--- src/rtl/serial_adder_ctrl.sv ---
// Bit-serial adder: one full-adder cell reused across WIDTH bits, LSB first.
// Optional signed-overflow output enabled by defining SERIAL_ADDER_OVF_EN.
module serial_adder_ctrl #(
    parameter int WIDTH = 8
) (
    input  logic             clk,
    input  logic             rst_n,
    input  logic             start,
    input  logic [WIDTH-1:0] a,
    input  logic [WIDTH-1:0] b,
    input  logic             cin,
    output logic             ready,
    output logic             busy,
    output logic             done,
    output logic [WIDTH-1:0] sum,
    output logic             cout
`ifdef SERIAL_ADDER_OVF_EN
    ,
    output logic             ovf
`endif
);

    localparam int CNT_W = (WIDTH > 1) ? $clog2(WIDTH) : 1;
    localparam logic [CNT_W-1:0] LAST = CNT_W'(WIDTH - 1);

    typedef enum logic [1:0] {
        IDLE = 2'd0,
        RUN  = 2'd1,
        DONE = 2'd2
    } state_t;

    state_t           state;
    logic [WIDTH-1:0] a_sr;
    logic [WIDTH-1:0] b_sr;
    logic [WIDTH-1:0] psum;
    logic             carry;
    logic [CNT_W-1:0] cnt;

    logic             sum_bit;
    logic             carry_next;

    // The single shared full-adder cell.
    assign sum_bit    = a_sr[0] ^ b_sr[0] ^ carry;
    assign carry_next = (a_sr[0] & b_sr[0]) | (a_sr[0] & carry) | (b_sr[0] & carry);

    always_ff @(posedge clk) begin
        if (!rst_n) begin
            state <= IDLE;
            ready <= 1'b1;
            busy  <= 1'b0;
            done  <= 1'b0;
            sum   <= '0;
            cout  <= 1'b0;
            a_sr  <= '0;
            b_sr  <= '0;
            psum  <= '0;
            carry <= 1'b0;
            cnt   <= '0;
`ifdef SERIAL_ADDER_OVF_EN
            ovf   <= 1'b0;
`endif
        end else begin
            case (state)
                IDLE, DONE: begin
                    done <= 1'b0;
                    if (start) begin
                        a_sr  <= a;
                        b_sr  <= b;
                        carry <= cin;
                        cnt   <= '0;
                        state <= RUN;
                        ready <= 1'b0;
                        busy  <= 1'b1;
                    end else begin
                        state <= IDLE;
                        ready <= 1'b1;
                        busy  <= 1'b0;
                    end
                end
                RUN: begin
                    psum  <= {sum_bit, psum[WIDTH-1:1]};
                    a_sr  <= a_sr >> 1;
                    b_sr  <= b_sr >> 1;
                    carry <= carry_next;
                    if (cnt == LAST) begin
                        // Final bit: publish the completed word, never the partial one.
                        sum   <= {sum_bit, psum[WIDTH-1:1]};
                        cout  <= carry_next;
`ifdef SERIAL_ADDER_OVF_EN
                        ovf   <= carry ^ carry_next;
`endif
                        state <= DONE;
                        busy  <= 1'b0;
                        ready <= 1'b1;
                        done  <= 1'b1;
                    end else begin
                        cnt <= cnt + CNT_W'(1);
                    end
                end
                default: begin
                    state <= IDLE;
                    ready <= 1'b1;
                    busy  <= 1'b0;
                    done  <= 1'b0;
                end
            endcase
        end
    end

endmodule

--- config.mk ---
export PLATFORM = sky130hd
export DESIGN_NAME = serial_adder_ctrl
export DESIGN_NICKNAME = d
export VERILOG_FILES = /design/src/rtl/serial_adder_ctrl.sv
export SDC_FILE = /design/constraint.sdc
export NUM_CORES = 1
export LEC_CHECK = 0
export ABC_AREA = 1
export BUFFER_PORTS_ARGS = -buffer_cell sky130_fd_sc_hd__clkbuf_2
export CORE_MARGIN = 4
export CORE_UTILIZATION = 49
export CTS_CLUSTER_SIZE = 12
export DETAILED_ROUTE_END_ITERATION = 8
export PLACE_DENSITY_LB_ADDON = 0.1
export SYNTH_ARGS = -nofsm -noshare
export SYNTH_HDL_FRONTEND = slang
export SYNTH_SLANG_ARGS = --single-unit
--- constraint.sdc ---
create_clock -name clk -period 1.1 [get_ports clk]
set_input_delay 0.22 -clock clk [delete_from_list [all_inputs] [get_ports clk]]
set_output_delay 0.22 -clock clk [all_outputs]
set_load 0.01 [all_outputs]
==> results.tsv <==
metric	value	unit
Die Footprint	4497	um^2
Starting Density	50.82	%
Detailed Place HPWL	2258	um
minimum hold slack	0.05583	ns
fraction of layout cells with a size suffix above 1	49.82	%
Seq cells post-synth	40	
cell type of the slowest stage on the worst timing path	fa_2	
worst setup skew after layout	0.008873	ns
number of clock buffers inserted by TritonCTS	5	
DRC violation count after routing	0	
largest fanout of any net on the critical path	2	
failing checks	negative setup slack	
depth of the worst hold-timing path	3	
Max Cap Violations	0	
cells along the critical path	fa_2 -> nand2_1 -> a21oi_2	
number of different library cells in the post-synthesis netlist	20	
arrival time at the worst endpoint	1.54	ns
Worst Setup Start Kind	flop	
number of antenna violations at the first check in global routing	0	
required arrival time at the worst endpoint	1.40	ns
Synth Net Count	256	
startpoint of the lowest-slack hold path	a[3]	
global placer's final weighted congestion	0.7958	
critical path class	reg -> reg	
class of the worst hold path	in -> reg	
Area growth syn-to-layout	51.90	%
Setup Viol. Count Final	28	
post-route fraction of the period consumed by the critical path	112.4	%
global-route wire length before repair	6106	um
final layout net count	300	
source of the worst register-to-register timing path	carry	
height of the die	67.06	um
top cell type's share of synthesized area	46.85	%
number of warnings issued by yosys	0	
count of port buffers added during placement	31	
Via-to-Cell Ratio	5.406	
worst-case hold path end point	a_sr[3]	
endpoint type of the worst setup path	flop	
number of buffers on the longest clock path	2	
outcome	finished, violations left	
worst setup margin	-0.1365	ns
depth of the worst register-to-register path	3	
dominant cell type by area after synthesis	dfxtp_1	
count of boundary I/O pins	32	
number of global-route vias before repair	1339	
Final Hold Viols	0	
Placement Rows	21	
total track usage	18.19	%
aggregate global routing overflow	0	
RSZ-0062 raised after global routing	true	
power density over the cells	1244	nW/um^2
DR WL/cell	15.44	um
Chip Width	67.06	um
clock latency at the later pin of the worst-skew pair	0.37	ns
Slew @ Worst Pin	0.3259	ns
cell leakage power	1.153	nW
top cells by area in the synthesized netlist	dfxtp_1, nor2_1, nand3_1	
area of the placeable core	3363	um^2
Clock Sinks	40	
diodes inserted	0	
synthesized instance count	232	
Post-Synthesis Cell Area	1709	um^2
Worst IR Drop VDD	954.2	uV
proportion of synthesized chip area in sequential cells	46.85	%
CTS Hold Bufs	0	
Iter 0 DRT Violations	102	
reg2reg setup slack	-0.14	ns
antenna violation net count after detailed routing	0	
Post-Route Setup TNS	-0.9733	ns
final routed wirelength across all metal layers	4988	um
drt first pass iters	4	
TritonCTS clock tree	built	
maximum number of pins on one net before global-route repair	38	
worst relative slew slack	78.25	%
count of final max-slew check failures	0	
level count of the clock H-tree	2	
Largest stage delay, worst path	0.58	ns
Clock Tree Root	clkbuf_4	
upper clock frequency limit	0.8087	GHz
total number of vias	1746	
endpoint of the lowest-slack register-to-register path	sum[7]	
clock slew at reported path FFs	0.12	ns
synthesized area divided by synthesized cell count	7.367	um^2
shortest clock period the worst path allows after layout	1.236	ns
## logic make-up (layout without fill, tap and decap cells)
family,after synthesis,count (layout),synth area share (%)
fa+ha+maj,4,4,3.368
compound gates,24,24,7.028
flops,40,40,46.85
simple gates,130,133,34.33
buf+inv,34,76,8.418
## timing repair
action	in CTS	in global routing
resized for setup	23	82
gates cloned	1	5
setup buffers	0	5
pin swaps	11	26
endpoints found under the setup margin	33	40
## registers in the layout, summed over array words and instances (netlist names)
name / count
state: 1
sum: 8
psum: 7
b_sr: 8
a_sr: 8
busy: 1
done: 1
ready: 1
cout: 1
carry: 1
cnt: 3
## report_power, final
group | switching (mW) | leakage (nW) | internal, mW
registers | 0.0568 | 0.336 | 1.55
clock network | 0.514 | 0.0380 | 0.304
logic | 0.453 | 0.779 | 0.353
total | 1.02 | 1.15 | 2.20
## Yosys cell counts
cell type and number:
a21oi_1 7, nand3_1 30, ha_1 3, dfxtp_1 40, buf_4 2, nand2_4 1
clkbuf_1 3, nor2_8 1, buf_2 7, nand3b_1 3, clkinv_1 1, inv_2 2
nand2_1 29, o21ai_0 8, o21ai_1 9, nor2_1 50, nor3_1 15, nor2_4 1
inv_1 19, fa_1 1
## placed cells by master, fill, tap and decap left out, drive strengths merged
master,instances
clkinv,3
clkbuf,39
nand3,30
o21ai,17
ha,3
nor2,53
nor3,15
buf,13
nand2,32
nand3b,3
inv,21
a21oi,7
dfxtp,40
fa,1
## area by class of cell
class | count | area [um^2]
Tap cell | 46 | 57.56
Clock buffer | 6 | 51.30
Inverter | 22 | 100.1
Clock inverter | 2 | 10.01
Timing Repair Buffer | 46 | 407.9
Fill cell | 244 | 767.0
Multi-Input combinational cell | 161 | 1144
Sequential cell | 40 | 825.8
## worst max path at each step
stage                      start      to  cells after the start  slack, ns
after floorplan           cnt[0]  sum[7]                      6      -0.03
after global placement    cnt[0]  sum[0]                      5      -0.10
after detailed placement  cnt[0]  sum[1]                      5      -0.13
after CTS                 cnt[1]  sum[7]                      6      -0.04
after global routing      cnt[1]  sum[7]                      6      -0.18
final                      carry  sum[7]                      3      -0.14
## stage by stage
step	total power, mW	setup WS [ns]	utilization (%)	instance area [um^2]	instances
after global routing	3.354	-0.1822	77.19	2596	323
final	3.229	-0.1365	77.19	2596	323
after global placement	2.105	-0.1025	58.93	1982	304
after detailed placement	2.109	-0.1268	58.93	1982	304
after CTS	2.927	-0.04307	63.54	2137	313
after floorplan	1.953	-0.02511	-	1728	232
## routing by layer
metal	global-route usage, %	part of all wire (%)	routed length (um)
met5	0	0	0
met4	9.873	3.2	158
met3	4.047	6.4	321
met2	28.10	52	2579
met1	23.24	39	1929
## worst max-delay path: cells and delay by family, from the launching register on
family	cells	cell delay, ns
adders and majority gates	1	0.58
AOI/OAI and AO/OA	1	0.15
and+or+nand+nor	1	0.08
DFF	1	0.35
No activity file was read; power rests on OpenSTA's default activity.
